### src/rtl/contador_pkg.sv
// Shared encodings for the parametrised counter: limit-handling modes and direction values.
package contador_pkg;

  typedef enum logic [1:0] {
    MODE_WRAP   = 2'b00,
    MODE_SAT    = 2'b01,
    MODE_BOUNCE = 2'b10,
    MODE_RSVD   = 2'b11
  } mode_e;

  localparam logic DIR_UP   = 1'b1;
  localparam logic DIR_DOWN = 1'b0;

endpackage

### src/rtl/contador_prescaler.sv
// Count-event prescaler: emits one tick every PRESCALE enabled cycles.
// The phase is cleared by rst or clr and holds while enable is low.
module contador_prescaler #(
  parameter int PRESCALE = 4
) (
  input  logic clk,
  input  logic rst,
  input  logic clr,
  input  logic enable,
  output logic tick
);

  localparam int CNT_W = (PRESCALE > 1) ? $clog2(PRESCALE) : 1;
  localparam logic [CNT_W-1:0] LAST = CNT_W'(PRESCALE - 1);

  logic [CNT_W-1:0] cnt_q;
  logic [CNT_W-1:0] cnt_d;

  // Phase advance; the tick is combinational so the parent registers it with the count.
  always_comb begin
    cnt_d = cnt_q;
    tick  = 1'b0;
    if (clr) begin
      cnt_d = {CNT_W{1'b0}};
    end else if (enable) begin
      if (cnt_q == LAST) begin
        cnt_d = {CNT_W{1'b0}};
        tick  = 1'b1;
      end else begin
        cnt_d = cnt_q + CNT_W'(1);
      end
    end else begin
      cnt_d = cnt_q;
    end
  end

  // Phase register with synchronous reset.
  always_ff @(posedge clk) begin
    if (rst) begin
      cnt_q <= {CNT_W{1'b0}};
    end else begin
      cnt_q <= cnt_d;
    end
  end

endmodule

### src/rtl/contador_param.sv
// Parametrised up/down counter with step, clamped load, wrap/saturate/bounce limits and a tc pulse.
// Optional build macro CONTADOR_PRESCALER_EN inserts a PRESCALE-cycle count-event prescaler.
module contador_param
  import contador_pkg::*;
#(
  parameter int WIDTH    = 8,
  parameter int MIN_VAL  = 0,
  parameter int MAX_VAL  = 255,
  parameter int STEP_W   = 4,
  parameter int PRESCALE = 4
) (
  input  logic              clk,
  input  logic              rst,
  input  logic              enable,
  input  logic              up_down,
  input  logic [1:0]        mode,
  input  logic [STEP_W-1:0] step,
  input  logic              load,
  input  logic [WIDTH-1:0]  load_val,
  output logic [WIDTH-1:0]  conta,
  output logic              tc,
  output logic              dir
);

  localparam int AW = WIDTH + 2;
  localparam logic [WIDTH-1:0]     MIN_W = WIDTH'(MIN_VAL);
  localparam logic [WIDTH-1:0]     MAX_W = WIDTH'(MAX_VAL);
  localparam logic signed [AW-1:0] MIN_S = AW'(MIN_VAL);
  localparam logic signed [AW-1:0] MAX_S = AW'(MAX_VAL);

  logic [WIDTH-1:0] conta_q, conta_d;
  logic             tc_q, tc_d;
  logic             dir_q, dir_d;
  logic             bdir_q, bdir_d;

  logic                     count_ev_s;
  logic                     up_s;
  logic signed [AW-1:0]     cur_s;
  logic signed [AW-1:0]     stp_s;
  logic signed [AW-1:0]     next_s;
  logic [WIDTH-1:0]         load_clamp_s;

`ifdef CONTADOR_PRESCALER_EN
  logic tick_s;

  contador_prescaler #(
    .PRESCALE (PRESCALE)
  ) u_prescaler (
    .clk    (clk),
    .rst    (rst),
    .clr    (load),
    .enable (enable),
    .tick   (tick_s)
  );

  assign count_ev_s = enable & tick_s;
`else
  // An illegal PRESCALE setting is treated defensively as "never count".
  localparam logic PRESCALE_LEGAL = (PRESCALE >= 1);
  assign count_ev_s = enable & PRESCALE_LEGAL;
`endif

  // Candidate next value in a widened signed domain so neither overflow nor underflow aliases.
  always_comb begin
    up_s   = (mode == MODE_BOUNCE) ? bdir_q : up_down;
    cur_s  = signed'({2'b00, conta_q});
    stp_s  = signed'(AW'(step));
    if (up_s) begin
      next_s = cur_s + stp_s;
    end else begin
      next_s = cur_s - stp_s;
    end
  end

  // Load value clamped into the legal count range.
  always_comb begin
    if (load_val < MIN_W) begin
      load_clamp_s = MIN_W;
    end else if (load_val > MAX_W) begin
      load_clamp_s = MAX_W;
    end else begin
      load_clamp_s = load_val;
    end
  end

  // Next-state: load beats counting; tc defaults low so it only lives for one cycle.
  always_comb begin
    conta_d = conta_q;
    tc_d    = 1'b0;
    dir_d   = dir_q;
    bdir_d  = bdir_q;
    if (load) begin
      conta_d = load_clamp_s;
    end else if (count_ev_s) begin
      dir_d = up_s;
      if (step == {STEP_W{1'b0}}) begin
        conta_d = conta_q;
      end else if (next_s > MAX_S) begin
        tc_d = 1'b1;
        case (mode)
          MODE_SAT:    conta_d = MAX_W;
          MODE_BOUNCE: begin
            conta_d = MAX_W;
            bdir_d  = DIR_DOWN;
          end
          default:     conta_d = MIN_W;
        endcase
      end else if (next_s < MIN_S) begin
        tc_d = 1'b1;
        case (mode)
          MODE_SAT:    conta_d = MIN_W;
          MODE_BOUNCE: begin
            conta_d = MIN_W;
            bdir_d  = DIR_UP;
          end
          default:     conta_d = MAX_W;
        endcase
      end else begin
        conta_d = next_s[WIDTH-1:0];
      end
    end else begin
      conta_d = conta_q;
    end
  end

  // State registers with synchronous active-high reset.
  always_ff @(posedge clk) begin
    if (rst) begin
      conta_q <= MIN_W;
      tc_q    <= 1'b0;
      dir_q   <= DIR_UP;
      bdir_q  <= DIR_UP;
    end else begin
      conta_q <= conta_d;
      tc_q    <= tc_d;
      dir_q   <= dir_d;
      bdir_q  <= bdir_d;
    end
  end

  assign conta = conta_q;
  assign tc    = tc_q;
  assign dir   = dir_q;

endmodule

### config.mk
export PLATFORM = sky130hd
export DESIGN_NAME = contador_param
export DESIGN_NICKNAME = d
export VERILOG_FILES = /design/src/rtl/contador_pkg.sv /design/src/rtl/contador_prescaler.sv /design/src/rtl/contador_param.sv
export SDC_FILE = /design/constraint.sdc
export NUM_CORES = 1
export LEC_CHECK = 0
export CORE_MARGIN = 1
export CORE_UTILIZATION = 65
export CTS_BUF_LIST = sky130_fd_sc_hd__clkbuf_4 sky130_fd_sc_hd__clkbuf_8
export DETAILED_ROUTE_END_ITERATION = 6
export DONT_BUFFER_PORTS = 1
export HOLD_SLACK_MARGIN = 0.03
export PLACE_DENSITY_LB_ADDON = 0.08
export SETUP_SLACK_MARGIN = 0.3
export SYNTH_ARGS = -nofsm -noshare
export SYNTH_HDL_FRONTEND = slang
export SYNTH_SLANG_ARGS = --single-unit
### constraint.sdc
create_clock -name clk -period 2.8 [get_ports clk]
set_input_delay 0.56 -clock clk [delete_from_list [all_inputs] [get_ports clk]]
set_output_delay 0.56 -clock clk [all_outputs]
set_load 0.005 [all_outputs]
==> results of run 1 <==
## sequential cells by signal, summed over array words and instances, names as in the netlist
| name | cells |
|---|---|
| dir | 1 |
| conta | 8 |
| tc | 1 |
| bdir_q | 1 |
## cell type report
cell class | count | area (um2)
Clock buffer | 3 | 22.5
Inverter | 12 | 45.0
Tap cell | 16 | 20.0
Multi-Input combinational cell | 121 | 865
Timing Repair Buffer | 4 | 30.0
Clock inverter | 1 | 5.00
Fill cell | 120 | 368
Sequential cell | 11 | 221
## critical path, stage by stage (launching register included)
cell and delay [ns]:
dfxtp_2 0.35, inv_1 0.07, ha_1 0.13, inv_1 0.05, fa_2 0.34, a21o_1 0.17, a211o_1 0.31, or4_4 0.47
mux2i_1 0.15, o22ai_1 0.10, a32o_1 0.22
## per-stage QoR
stage | hold slack, ns | cells | worst slack (ns) | total power [mW] | area (um2)
finish | 0.317 | 168 | 0.334 | 0.527 | 1210
global route | 0.316 | 168 | 0.237 | 0.554 | 1210
CTS | 0.321 | 166 | 0.290 | 0.516 | 1190
detailed placement | 0.514 | 162 | 0.169 | 0.395 | 1160
global placement | 0.496 | 162 | 0.213 | 0.388 | 1160
floorplan | 0.477 | 150 | 0.294 | 0.351 | 1150
## Yosys cell counts (2+ instances only)
master / count / share of area
nor2_1: 13 / 0.042
inv_1: 12 / 0.039
dfxtp_1: 11 / 0.19
o21ai_0: 11 / 0.048
ha_1: 10 / 0.11
a21oi_1: 7 / 0.030
nand2_1: 7 / 0.023
nand3_1: 5 / 0.022
and3_1: 4 / 0.022
clkbuf_1: 4 / 0.013
mux2i_1: 4 / 0.035
nor3_1: 4 / 0.017
o221ai_1: 4 / 0.030
a221oi_1: 3 / 0.023
and2_1: 3 / 0.016
nor2b_1: 3 / 0.016
nor3b_1: 3 / 0.020
o211ai_1: 3 / 0.020
o21a_1: 3 / 0.020
o22ai_1: 3 / 0.016
or2_2: 3 / 0.016
a211o_1: 2 / 0.015
a31oi_1: 2 / 0.011
fa_1: 2 / 0.035
nand2b_1: 2 / 0.011
nor4_1: 2 / 0.011
o31ai_1: 2 / 0.013
## worst min-delay path by stage
stage	startpoint	endpoint	slack, ns	depth (start not counted)
floorplan	dir	dir	0.48	2
global route	rst	conta[2]	0.32	1
CTS	rst	conta[2]	0.32	1
finish	rst	conta[2]	0.32	1
global placement	dir	dir	0.50	2
detailed placement	dir	dir	0.51	2
## layer usage
metal / part of all wire / routed length (um)
met5: 0 / 0
met4: 0.017 / 54
met3: 0.10 / 320
met2: 0.47 / 1480
met1: 0.41 / 1310
## what timing repair did
| action | CTS | global route |
|---|---|---|
| endpoints found under the setup margin | 1 | 5 |
| buffers inserted | 0 | 2 |
| resized for setup | 1 | 1 |
| pin swaps | 0 | 0 |
## logic make-up (layout without fill, tap and decap cells)
group / count (synthesis) / after routing / synth area share
adders and majority gates: 12 / 12 / 0.143
DFF: 11 / 11 / 0.191
buffers and inverters: 18 / 20 / 0.0598
muxes: 5 / 5 / 0.0478
AOI/OAI and AO/OA: 49 / 49 / 0.292
and+or+nand+nor: 53 / 53 / 0.250
xor gates and xnor gates: 2 / 2 / 0.0152
## power by group
| group | total, mW | internal (mW) | switching (mW) | leakage, nW |
|---|---|---|---|---|
| sequential | 0.201 | 0.172 | 0.0288 | 0.0914 |
| combinational | 0.200 | 0.0904 | 0.110 | 0.418 |
| clock | 0.125 | 0.0534 | 0.0718 | 0.0177 |
| total | 0.527 | 0.316 | 0.210 | 0.528 |
==> run metrics, run 1 <==
R2R setup slack 0.33 ns; period utilization 0.881; nets 184; Avg Inst Size Synth 7.67 um2; Remaining DRCs 2; io pins 29; failing checks DRC; worst slew pin tran 0.487 ns; Post-Syn Nets 181; drt total wl 3170 um; met3 Use GR 0.0939; max-slew violations 0; ant diodes 0; Critical Path Sink conta[6]; Netlist cell types 45; largest net degree at the start of global routing 17; I/O Buffers 0; Syn. warnings 0; vias in the first global route 1068; Worst-Skew Late Latency 0.30 ns; sequential share of the synthesized area 0.191; Site Rows 14; Peak Freq 406 MHz; CTS tree yes; Setup crit start kind register; commonest non-fill, non-tap cell in the layout nor2_1; H-tree depth 1; clock sinks 11; number of flops mapped to enable cells by yosys 0; CP max FO 5; hold_buf cts 0; met1 usage in global routing 0.490; maxcap violations 0; final hold viol count 0; post-synthesis async set-or-reset flop share 0; drt pass-1 iters 6; clock tree buffer depth 2; min Tclk post-route 2.47 ns; Via density 7.12; routed length per instance 18.9 um; Critical Path RT 2.99 ns; Root Driver clkbuf_4; netlist area before placement 1150 um2; GPL Wtd Cong 0.943; max_slew headroom 0.676; most frequent cells in the layout nor2_1, inv_1, o21ai_0; initial antenna violation count 0; reg2reg end conta[6]; worst min path class primary input to register; Worst R2R Path Depth 10; Initial Utilization 0.730; Initial DRC Count 52; routed vias 1196; Synth Register Bits 11; Crit Path Category register to register; total negative slack 0 ns; peak supply drop 0.000265 V; fraction of layout cells with a size suffix above 1 0.105; clk slew on worst S/H paths 0.09 ns; pwr/cell area 436 nW/um2; clk_skew 0.0120 ns; Leakage 0.528 nW; worst r2r src conta[0]; die area 1940 um2; run status complete, but fails checks; Main synth FF type dfxtp_1; met2 usage 0.541; Worst Path Arrival 2.65 ns; Antenna Nets Post-Route 0; first-pass GRT wire length 4980 um; grt peak-use layer met2; Die X-Extent 44.1 um; GRT Overall Usage 0.356; Num CTS Buffers 3; Layout area overhead 5.00%; cell count after synthesis 150; Core ar. 1580 um2; CP endpoint kind register; RSZ-0062 raised after global routing yes; grt total ovfl 0; overall die height 44.1 um; fin util 0.767; final setup violating endpoints 0; Post-DP HPWL 2390 um; Crit. Startpoint conta[0]
No activity file was read; power rests on OpenSTA's default activity.
==> run 2: changes to the inputs <==
--- a/config.mk
+++ b/config.mk
@@ -6,8 +6,8 @@
 export NUM_CORES = 1
 export LEC_CHECK = 0
 export CORE_MARGIN = 1
-export CORE_UTILIZATION = 65
-export CTS_BUF_LIST = sky130_fd_sc_hd__clkbuf_4 sky130_fd_sc_hd__clkbuf_8
+export CORE_UTILIZATION = 40
+export CTS_BUF_LIST = sky130_fd_sc_hd__clkbuf_8
 export DETAILED_ROUTE_END_ITERATION = 6
 export DONT_BUFFER_PORTS = 1
 export HOLD_SLACK_MARGIN = 0.03
==> run 2 against run 1 <==
Against the previous run: the run now ends clean; total power up 16%; first-iteration DRC count down 56%; fmax down 2.3%; via count up 0.75%; largest cell class unchanged; largest power group is now combinational logic; highest routed layer unchanged.
==> run metrics, run 2 (synthesis gave the netlist of run 1 again) <==
clk_skew 0.00296 ns (-0.00899 ns); design area 1360 um2 (+13%); Leakage 0.573 nW (+8.6%); I/O Buffers 0 (unchanged); vias in the first global route 1202 (+13%); total negative slack 0 ns (unchanged); clock tree buffer depth 2 (unchanged); Flop pwr share 0.336 (-0.046); Initial Utilization 0.421 (-0.309); internal power 0.380 mW (+20%); sw frac 0.377 (-0.0222); worst slew pin tran 0.604 ns (+0.117 ns); hold_sp rst; run status complete, no violations; Via density 6.38 (-10%); fillcell total 265 (+120%); CP endpoint kind register; worst min path class primary input to register; first-pass GRT wire length 5500 um (+10%); Layout area overhead 18.2%; routed vias 1205 (+0.75%); CTS tree yes; final hold viol count 0 (unchanged); die area 3100 um2 (+59%); Peak Freq 396 MHz (-2.3%); GRT Overall Usage 0.234 (-0.122); io pins 29 (unchanged); max_slew headroom 0.597 (-0.0782); R2R setup slack 0.28 ns (-0.06 ns); Worst Path Arrival 2.66 ns (about the same); Num CTS Buffers 3 (unchanged); H-tree depth 1 (unchanged); clk slew on worst S/H paths 0.06 ns (-0.03 ns); RSZ-0062 raised after global routing yes; ant diodes 0 (unchanged); clock sinks 11 (unchanged); CP dominant cell by count buf_6; Post-Layout Cell Count 189 (+13%); period utilization 0.901 (+0.0207); Site Rows 19 (+5); Setup crit start kind register; Worst path slowest cell fa_2; Remaining DRCs 0 (-2); overall die height 55.6 um (+26%); Core ar. 2730 um2 (+73%); max-slew violations 0 (unchanged); maxcap violations 0 (unchanged); GPL Wtd Cong 0.852 (-9.6%); CP max FO 4 (-1); Comb pwr share 0.379 (about the same); initial antenna violation count 0 (unchanged); drt total wl 3500 um (+10%); Critical Path RT 2.93 ns (-0.06 ns); largest net degree at the start of global routing 17 (unchanged); Worst R2R Path Depth 13 (+3); hold path endpoint conta[2]; DP Cell Count 179 (+10%); peak supply drop 0.000399 V (+50%); Worst-Skew Late Latency 0.25 ns (-0.05 ns); Antenna Nets Post-Route 0 (unchanged); Area after DPL 1200 um2 (+2.9%); Crit Path Category register to register; reg2reg end conta[3]; Post-DP HPWL 2580 um (+7.8%); max reg flops 8 (unchanged); slowest stage delay, CP 0.38 ns (-0.09 ns); final setup violating endpoints 0 (unchanged); most frequent cells in the layout nor2_1, inv_1, o21ai_0, dfxtp_1, ha_1; hold_buf cts 0 (unchanged); nets 190 (+3.3%); Die X-Extent 55.6 um (+26%); drt pass-1 iters 4 (-2); fraction of power consumed by the clock network 0.284 (+0.046); Root Driver clkbuf_8; NetSw 0.230 mW (+9.3%); grt total ovfl 0 (unchanged); critical path, cell by cell inv_4 -> ha_4 -> inv_2 -> fa_2 -> a21o_1 -> a211o_1 -> buf_6 -> nor4_4 -> buf_4 -> buf_6 -> nor3b_2 -> o22ai_1 -> nand3_1; min Tclk post-route 2.52 ns (+0.0579 ns); pwr/cell area 448 nW/um2 (+2.9%); routed length per instance 18.5 um (-1.9%); worst r2r src conta[0]; commonest non-fill, non-tap cell in the layout nor2_1; fraction of layout cells with a size suffix above 1 0.184 (+0.0783); Initial DRC Count 23 (-56%); hold depth 1 (unchanged)
-- run 2: cell count changes in the layout (fill, tap and decap cells not counted), moves of 2 or more --
cell,delta
clkbuf_8,+3
buf_4,+4
inv_1,-2
buf_6,+2
clkbuf_4,-3
-- run 2: metrics by stage --
step / util / setup WS [ns] / power (mW) / hold WS, ns
finish: 0.497 / 0.276 / 0.610 / 0.384
global route: 0.497 / 0.232 / 0.645 / 0.376
CTS: 0.468 / 0.309 / 0.588 / 0.372
detailed placement: 0.438 / 0.166 / 0.400 / 0.506
global placement: 0.438 / 0.198 / 0.397 / 0.497
floorplan: - / 0.294 / 0.351 / 0.477
-- run 2: worst max-delay path: cells and delay by family, from the launching register on --
kind	cells	cell delay [ns]
AOI/OAI and AO/OA	3	0.61
DFF	1	0.37
buffers and inverters	5	0.54
and+or+nand+nor	3	0.39
adders and majority gates	2	0.51
-- run 2: timing repair --
action,CTS,global route
gates resized for setup,5,13
pin swaps,4,12
setup buffers,3,3
gates cloned,0,0
endpoints found under the setup margin,5,7
-- run 2: worst max path at each step --
stage	startpoint	end	slack (ns)	cells after the start
final	conta[0]	conta[3]	0.28	13
after global routing	conta[0]	conta[3]	0.23	13
after CTS	conta[0]	conta[6]	0.31	10
after detailed placement	step[0]	conta[6]	0.17	10
after global placement	step[0]	conta[0]	0.20	10
after floorplan	step[0]	conta[6]	0.29	9
-- run 2: cell type report --
type / count / area, um2 / share of cell area
multi-input combinational: 121 / 921 / 0.677
clock inverter: 1 / 5.00 / 0.00368
clock buffer: 3 / 41.3 / 0.0304
inverter: 12 / 47.5 / 0.0350
tap: 31 / 38.8 / 0.0285
sequential: 11 / 224 / 0.165
timing repair buffer: 10 / 82.6 / 0.0607
-- run 2: routing by layer --
layer | routed length, um | share of wire | vias up | track usage
met1 | 1620 | 0.46 | 581 | 0.296
met3 | 190 | 0.054 | 6 | 0.0744
li1 | - | - | 578 | -
met2 | 1640 | 0.47 | 40 | 0.370
met5 | 0 | 0 | - | 0
met4 | 47 | 0.013 | 0 | 0.0893
-- run 2: power by group through the flow --
stage,registers [mW],clock network [mW],logic (mW)
CTS,0.204,0.176,0.207
detailed placement,0.206,0,0.194
finish,0.205,0.173,0.231
floorplan,0.196,0,0.155
global route,0.208,0.181,0.257
global placement,0.205,0,0.192
